File: config.mk
export PLATFORM = sky130hd
export DESIGN_NAME = fde_pc_seq_flat
export DESIGN_NICKNAME = d
export VERILOG_FILES = /design/src/rtl/byteblast_pkg.sv /design/src/rtl/fde_pc_seq_if.sv /design/src/rtl/pc_reg.sv /design/src/rtl/fde_pc_seq.sv /design/src/flat_wrapper.sv
export SDC_FILE = /design/constraint.sdc
export NUM_CORES = 1
export LEC_CHECK = 0
export ABC_AREA = 1
export CORE_UTILIZATION = 35
export CTS_BUF_LIST = sky130_fd_sc_hd__clkbuf_16
export DETAILED_ROUTE_END_ITERATION = 8
export HOLD_SLACK_MARGIN = 0.08
export PLACE_DENSITY_LB_ADDON = 0.1
export SYNTH_ARGS = -nofsm -noshare
export SYNTH_HDL_FRONTEND = slang
export SYNTH_SLANG_ARGS = --single-unit
File: constraint.sdc
create_clock -name clk -period 1.9 [get_ports clk]
set_input_delay 0.38 -clock clk [delete_from_list [all_inputs] [get_ports clk]]
set_output_delay 0.38 -clock clk [all_outputs]
set_load 0.005 [all_outputs]
File: src/rtl/byteblast_pkg.sv
// Shared ByteBlast types and default sizing for the instruction-cycle sequencer.
package byteblast_pkg;

  localparam int unsigned ADDR_W_DEF   = 8;
  localparam int unsigned MAX_EXEC_DEF = 4;

  typedef enum logic [2:0] {
    ST_IDLE   = 3'd0,
    ST_FETCH  = 3'd1,
    ST_DECODE = 3'd2,
    ST_EXEC   = 3'd3,
    ST_HALT   = 3'd4
  } state_e;

endpackage

File: src/rtl/fde_pc_seq_if.sv
// Control/handshake bundle between the sequencer and memory/datapath control.
interface fde_pc_seq_if #(
  parameter int unsigned ADDR_W = 8,
  parameter int unsigned EXEC_W = 3
);

  logic              enable;
  logic              mem_ready;
  logic [EXEC_W-1:0] exec_len;
  logic              load;
  logic [ADDR_W-1:0] nxt_adr;
  logic              halt;
  logic              fetch;
  logic              decode;
  logic              execute;
  logic              last_exec;
  logic              halted;
  logic [ADDR_W-1:0] crnt_adr;

  // Controller side: issues run/branch/halt requests, observes phases.
  modport master (
    output enable, mem_ready, exec_len, load, nxt_adr, halt,
    input  fetch, decode, execute, last_exec, halted, crnt_adr
  );

  // Sequencer side.
  modport slave (
    input  enable, mem_ready, exec_len, load, nxt_adr, halt,
    output fetch, decode, execute, last_exec, halted, crnt_adr
  );

endinterface

File: src/rtl/pc_reg.sv
// Program counter: increments or loads a branch target on each update strobe.
module pc_reg #(
  parameter int unsigned          ADDR_W    = 8,
  parameter logic [ADDR_W-1:0]    RESET_VEC = '0
) (
  input  logic              clk,
  input  logic              rst_n,
  input  logic              upd,
  input  logic              load,
  input  logic [ADDR_W-1:0] nxt_adr,
  output logic [ADDR_W-1:0] adr
);

  // Increment wraps naturally at all-ones.
  always_ff @(posedge clk or negedge rst_n) begin
    if (!rst_n) begin
      adr <= RESET_VEC;
    end else if (upd) begin
      adr <= load ? nxt_adr : adr + ADDR_W'(1);
    end
  end

endmodule

File: src/rtl/fde_pc_seq.sv
// Fetch/decode/execute phase sequencer with integrated program counter.
module fde_pc_seq
  import byteblast_pkg::*;
#(
  parameter int unsigned       ADDR_W    = ADDR_W_DEF,
  parameter logic [ADDR_W-1:0] RESET_VEC = '0,
  parameter int unsigned       MAX_EXEC  = MAX_EXEC_DEF,
  parameter int unsigned       EXEC_W    = $clog2(MAX_EXEC + 1)
) (
  input  logic            clk,
  input  logic            reset,
  fde_pc_seq_if.slave     bus
);

  state_e            state, state_nxt;
  logic [EXEC_W-1:0] exec_cnt, exec_cnt_nxt;
  logic [EXEC_W-1:0] exec_n_c;
  logic              boundary_c;
  logic              fetch_d, decode_d, execute_d, last_exec_d, halted_d;

  // Clamp the requested execute length into 1..MAX_EXEC.
  always_comb begin
    exec_n_c = bus.exec_len;
    if (bus.exec_len == '0) begin
      exec_n_c = EXEC_W'(1);
    end else if (bus.exec_len > EXEC_W'(MAX_EXEC)) begin
      exec_n_c = EXEC_W'(MAX_EXEC);
    end
  end

  assign boundary_c = (state == ST_EXEC) && (exec_cnt == EXEC_W'(1));

  // State, remaining-exec counter and registered phase outputs.
  always_ff @(posedge clk or negedge reset) begin
    if (!reset) begin
      state         <= ST_IDLE;
      exec_cnt      <= '0;
      bus.fetch     <= 1'b0;
      bus.decode    <= 1'b0;
      bus.execute   <= 1'b0;
      bus.last_exec <= 1'b0;
      bus.halted    <= 1'b0;
    end else begin
      state         <= state_nxt;
      exec_cnt      <= exec_cnt_nxt;
      bus.fetch     <= fetch_d;
      bus.decode    <= decode_d;
      bus.execute   <= execute_d;
      bus.last_exec <= last_exec_d;
      bus.halted    <= halted_d;
    end
  end

  // Next-state and counter logic; requests only matter at the boundary.
  always_comb begin
    state_nxt    = state;
    exec_cnt_nxt = exec_cnt;
    unique case (state)
      ST_IDLE: begin
        if (bus.enable) state_nxt = ST_FETCH;
      end
      ST_FETCH: begin
        if (bus.mem_ready) state_nxt = ST_DECODE;
      end
      ST_DECODE: begin
        exec_cnt_nxt = exec_n_c;
        state_nxt    = ST_EXEC;
      end
      ST_EXEC: begin
        if (boundary_c) begin
          exec_cnt_nxt = '0;
          if (bus.halt)        state_nxt = ST_HALT;
          else if (bus.enable) state_nxt = ST_FETCH;
          else                 state_nxt = ST_IDLE;
        end else begin
          exec_cnt_nxt = exec_cnt - EXEC_W'(1);
        end
      end
      ST_HALT: begin
        state_nxt = ST_HALT;
      end
      default: begin
        state_nxt    = ST_IDLE;
        exec_cnt_nxt = '0;
      end
    endcase
  end

  // Output values for the coming cycle, decoded from the next state.
  always_comb begin
    fetch_d     = 1'b0;
    decode_d    = 1'b0;
    execute_d   = 1'b0;
    last_exec_d = 1'b0;
    halted_d    = 1'b0;
    unique case (state_nxt)
      ST_FETCH:  fetch_d  = 1'b1;
      ST_DECODE: decode_d = 1'b1;
      ST_EXEC: begin
        execute_d   = 1'b1;
        last_exec_d = (exec_cnt_nxt == EXEC_W'(1));
      end
      ST_HALT:   halted_d = 1'b1;
      default: ;
    endcase
  end

  pc_reg #(
    .ADDR_W    (ADDR_W),
    .RESET_VEC (RESET_VEC)
  ) u_pc_reg (
    .clk     (clk),
    .rst_n   (reset),
    .upd     (boundary_c),
    .load    (bus.load),
    .nxt_adr (bus.nxt_adr),
    .adr     (bus.crnt_adr)
  );

endmodule

File: src/flat_wrapper.sv
// flat-port wrapper written by rule: the top's interface ports become plain ports
module fde_pc_seq_flat import byteblast_pkg::*;
#(
  parameter int unsigned       ADDR_W    = ADDR_W_DEF,
  parameter logic [ADDR_W-1:0] RESET_VEC = '0,
  parameter int unsigned       MAX_EXEC  = MAX_EXEC_DEF,
  parameter int unsigned       EXEC_W    = $clog2(MAX_EXEC + 1)
)
  (clk, reset, bus_enable, bus_mem_ready, bus_exec_len, bus_load, bus_nxt_adr, bus_halt, bus_fetch, bus_decode, bus_execute, bus_last_exec, bus_halted, bus_crnt_adr);
  fde_pc_seq_if #(.ADDR_W(ADDR_W), .EXEC_W(EXEC_W)) bus_i ();
  input  logic clk;
  input  logic reset;
  input wire logic [$bits(bus_i.enable)-1:0] bus_enable;
  input wire logic [$bits(bus_i.mem_ready)-1:0] bus_mem_ready;
  input wire logic [$bits(bus_i.exec_len)-1:0] bus_exec_len;
  input wire logic [$bits(bus_i.load)-1:0] bus_load;
  input wire logic [$bits(bus_i.nxt_adr)-1:0] bus_nxt_adr;
  input wire logic [$bits(bus_i.halt)-1:0] bus_halt;
  output wire logic [$bits(bus_i.fetch)-1:0] bus_fetch;
  output wire logic [$bits(bus_i.decode)-1:0] bus_decode;
  output wire logic [$bits(bus_i.execute)-1:0] bus_execute;
  output wire logic [$bits(bus_i.last_exec)-1:0] bus_last_exec;
  output wire logic [$bits(bus_i.halted)-1:0] bus_halted;
  output wire logic [$bits(bus_i.crnt_adr)-1:0] bus_crnt_adr;
  assign bus_i.enable = bus_enable;
  assign bus_i.mem_ready = bus_mem_ready;
  assign bus_i.exec_len = bus_exec_len;
  assign bus_i.load = bus_load;
  assign bus_i.nxt_adr = bus_nxt_adr;
  assign bus_i.halt = bus_halt;
  assign bus_fetch = bus_i.fetch;
  assign bus_decode = bus_i.decode;
  assign bus_execute = bus_i.execute;
  assign bus_last_exec = bus_i.last_exec;
  assign bus_halted = bus_i.halted;
  assign bus_crnt_adr = bus_i.crnt_adr;
  fde_pc_seq #(.ADDR_W(ADDR_W), .RESET_VEC(RESET_VEC), .MAX_EXEC(MAX_EXEC), .EXEC_W(EXEC_W)) u_core (.clk(clk), .reset(reset), .bus(bus_i));
endmodule
# ---- After elaboration in Yosys (flattened, before gate mapping)
# Index checks and enable logic that the tools add are counted.
dict set report classes {
  n_reduce_logical 4
  n_addsub 2
  n_mux 16
  magnitude_cmp 1
  n_eq_ne 10
}
# cell count
set op_table {}
lappend op_table {{two-way mux 3 bit} 7}
lappend op_table {{one-hot mux 3 bit (5 select lines)} 1}
lappend op_table {{== test 3 x 1 -> 1 bit (second input constant)} 4}
lappend op_table {{== test 3 x 2 -> 1 bit (second input constant)} 4}
lappend op_table {{one-hot mux 3 bit (3 select lines)} 1}
lappend op_table {{adder 8 x 1 -> 8 bit (second input constant)} 1}
lappend op_table {{two-way mux 8 bit} 1}
lappend op_table {{== test 3 bit (second input constant)} 2}
lappend op_table {{logical NOT 3 bit} 2}
lappend op_table {{two-way mux 1 bit} 6}
lappend op_table {{> comparator 3 bit (second input constant)} 1}
lappend op_table {{OR reduction 3 bit} 1}
lappend op_table {{subtractor 3 x 1 -> 3 bit (second input constant)} 1}
lappend op_table {{logical AND 1 bit} 1}
dict set report totals {
  regBits 19
  out_inout_bits 13
  input_bits 17
  wordCells 41
}

# ---- Depth between registers and ports, before layout
dict set report logic_depth {
  ltp_word 6
  mapped_depth 9
  mapped_depth_nobuf 8
}

# ---- Modules after synthesis
# A second synthesis with hierarchy kept.
dict set report hier_totals {
  hier_cells 155
  area_unflattened_um2 1104.8
}
# module area_each_um2 instances cells_per_inst
set by_module_without_submodules {}
lappend by_module_without_submodules {fde_pc_seq 566.8 1 76}
lappend by_module_without_submodules {pc_reg 538.0 1 79}

# ---- Worst setup path before layout
# OpenSTA, ideal clock, no wires.
dict set report synth_path {
  path_kind {reg-to-reg}
  start {register u_core.exec_cnt[1]}
  end {register u_core.u_pc_reg.adr[4]}
  setup_time_ps 120
  slack_ps 684
  period_less_slack_ps 1216
  stages_incl_launch_ff 9
  arrival_time_ps 1097
  cell_sequence {dfrtp_1 -> inv_1 -> ha_1 -> nand2_1 -> nor2_4 -> buf_6 -> o21ai_1 -> o21ai_0 -> inv_1}
}
dict set report synth_via {
  elab_chain_cells 2
}
# item line
set synth_rtl {}
lappend synth_rtl {{from (decl)} fde_pc_seq.sv:16} ;# logic [EXEC_W-1:0] exec_cnt, exec_cnt_nxt;
lappend synth_rtl {{from (signal assigned)} fde_pc_seq.sv:45} ;# exec_cnt <= exec_cnt_nxt;
lappend synth_rtl {{== test 3 x 1 -> 1 bit} fde_pc_seq.sv:31} ;# assign boundary_c = (state == ST_EXEC) && (exec_cnt == EXEC_W'(1));
lappend synth_rtl {{logical AND 1 bit} fde_pc_seq.sv:31}
lappend synth_rtl {{to (signal assigned)} pc_reg.sv:19} ;# adr <= load ? nxt_adr : adr + ADDR_W'(1);
lappend synth_rtl {{to (decl)} pc_reg.sv:11} ;# output logic [ADDR_W-1:0] adr
# Every way passes these cells.
# A chain may end at the register's enable or synchronous reset.

# ---- Worst setup path in the final report
dict set report layout_path {
  start {register u_core.u_pc_reg.adr[2]}
  end {output bus_crnt_adr[2]}
}
# item line
set layout_lines {}
lappend layout_lines {{to (decl)} flat_wrapper.sv:24} ;# output wire logic [$bits(bus_i.crnt_adr)-1:0] bus_crnt_adr;
# No word-level cell between the ends.

==> parameters.txt <==
Parameter                              Value

Logic synthesis
  Ys Warns    0
  Cells after synthesis    150
  Distinct cells, synth    26
  Netlist area before placement    1100 µm²
  Post-synthesis net count    170
  Sequential share of the synthesized area    43.2%
  Post-Syn Area per Cell    7.33 µm²
  Number of flip-flops and latches in the synthesized netlist    19

Final layout
  Number of nets in the finished design    205
  Syn-to-layout area delta    39.0%
  Fraction of final layout cells with drive strength greater than 1    9.24%
  Most common library cell in the layout ignoring fill and taps    sky130_fd_sc_hd__nand2_1
  Most used cells in the layout excluding fill and tap cells    39 x sky130_fd_sc_hd__nand2_1, 29 x sky130_fd_sc_hd__clkdlybuf4s50_1, 23 x sky130_fd_sc_hd__inv_1
  Count of inserted antenna diode cells    0

STA
  Tcrit/Tclk final    85.0%
  Worst clock skew on the final layout    0.00435 ns
  Sum of negative setup slack    0 ns
  RSZ-0062 raised after global routing    no
  Worst rel slew slack    77.9%
  Final max-slew violation count    0
  Setup violation total in the final timing report    0
  Min Tclk post-route    1.61 ns
  Upper clock frequency limit    0.619 GHz
  Worst-margin pin slew    0.330 ns
  Final count of hold timing violations    0

Pwr
  Power density over the cells    1440 nW/µm²
  Maximum ir drop on the vdd rail    0.880 mV
  Leakage power summed over all cells    0.000756 µW
  Power after layout    2200 µW

Flow run
  Number of maximum-capacitance violations    0

GRT
  Global-route total usage across every layer    16.3%
  First-pass GRT wire length    4210 µm
  Antenna violations before repair    0
  Via count of the first global-routing pass    943
  Maximum number of pins on one net before global-route repair    20
  Overflow after GRT    0

Clock tree
  Count of buffers added by post-CTS timing repair for setup    0
  CTS Hold Buffers Added    0
  CTS HTree Levels    1
  Cell at the root of the clock tree    sky130_fd_sc_hd__clkbuf_16
  Clock tree from TritonCTS    yes
  CTS Buf Count    3
  Clock Pin Slew Worst Setup and Hold Paths    0.05 ns
  Number of cells upsized or downsized after cts    0
  CTS Sinks    19
  Clock insertion delay at the later pin of the skew report    0.25 ns
  Number of buffers on the longest clock path    2

Routing
  Detailed router's first-iteration violation count    25
  Pre-Repair DR Iteration Count    6
  Post-detailed-route DRC marker count    2
  Per-cell via count in the routed design    4.54
  Via count of the routed design    1,027
  Final Routed Wirelength    2460 µm
  Number of routed nets with antenna violations    0
  Average wire per standard cell    10.9 µm

Outcome
  Status    finished with violations
  Violations in the final reports    design-rule violations

Placed design
  Placed wire-length estimate after detailed placement    1870 µm
  Number of port buffers    29
  Routability cong.    0.807

Worst setup path
  Largest fanout on the critical path    7
  Worst Setup Start Kind    flop
  Maximum single-stage delay on the critical path    0.54 ns
  Cells traversed along the worst timing path    clkdlybuf4s50_1
  Data arrival at the endpoint of the critical path    1.23 ns
  CP Buf/Inv Count    1
  Kind of cell adding the most delay to the critical path    buffers and inverters
  Crit path max-delay cell type    sky130_fd_sc_hd__clkdlybuf4s50_1
  Kind of capture point of the worst setup path    output pin
  Critical path class    flop to output pin
  Data required, critical path    1.52 ns

Die
  Area of the core    2880 µm²
  X dimension of the die    58.1 µm
  Total Die Area    3370 µm²
  Height of the chip    58.1 µm
  Num rows    19
  Initial standard-cell utilization of the core    38.2%
  Boundary Pins    30

Worst hold path
  Type of the worst min-delay path    primary input to asynchronous set/reset pin
synthesized netlist by cell type (all sizes together):
cell type,n,area [µm²]
a21oi,5,25.0
or2,3,18.8
nand3,11,60.1
nor3,5,30.0
ha,3,37.5
o21bai,1,7.51
nand3b,1,7.51
buf,3,23.8
nand2,39,146
inv,24,90.1
a21o,1,7.51
dfrtp,19,475
xor2,1,8.76
nand4,1,6.26
nor2,20,85.1
a31oi,1,6.26
o21ai,12,63.8
power by group:
group / switching, µW / total (µW) / internal, µW
Combinational: 520 / 1010 / 493
Sequential: 181 / 767 / 585
Clock: 141 / 423 / 282
Total: 842 / 2200 / 1360
flip-flops by register name, summed over array words and instances, names as in the netlist:
register,count
u_core.exec_cnt,3
u_core.u_pc_reg.adr,8
u_core.bus.fetch,1
u_core.bus.execute,1
u_core.bus.halted,1
u_core.state,3
u_core.bus.decode,1
u_core.bus.last_exec,1
final timing paths:
path                                   startpoint                endpoint  slack (ns)  depth (start not counted)
max                        u_core.u_pc_reg.adr[2]         bus_crnt_adr[2]        0.29                          1
min                                         reset         u_core.state[1]        0.47                          2
max reg2reg                    u_core.exec_cnt[1]  u_core.u_pc_reg.adr[4]        0.44                          8
min reg2reg                    u_core.exec_cnt[0]      u_core.exec_cnt[0]        0.52                          2
max in group asynchronous                   reset  u_core.u_pc_reg.adr[5]        1.22                          2
min in group clk               u_core.exec_cnt[0]      u_core.exec_cnt[0]        0.52                          2
metrics by stage:
step	util, %	worst slack [ns]	hold slack (ns)	cell area [µm²]	instances
floorplan	-	0.684	0.0844	1100	150
global placement	50.4	0.264	0.503	1450	222
detailed placement	50.4	0.255	0.506	1450	222
CTS	53.2	0.283	0.477	1530	226
global route	53.2	0.248	0.498	1530	226
finish	53.2	0.286	0.469	1530	226
layout make-up:
type,instances,area (µm²)
multi-input combinational,104,510
fill,287,1350
sequential,19,475
timing repair buffer,33,320
clock buffer,3,75.1
tap,42,52.6
inverter,24,90.1
clock inverter,1,5.00
cells by family after synthesis:
family / share of synthesized area (%)
xor+xnor: 0.797
fa+ha+maj: 3.41
flops: 43.2
compound gates: 10.0
buf+inv: 10.4
simple gates: 32.2
metal layers:
layer / wire length, µm / GRT usage (%)
met1: 1250 / 22.9
met2: 1080 / 25.1
met3: 116 / 5.36
met4: 13 / 2.04
met5: 0 / 0
No activity file was read; power rests on OpenSTA's default activity.
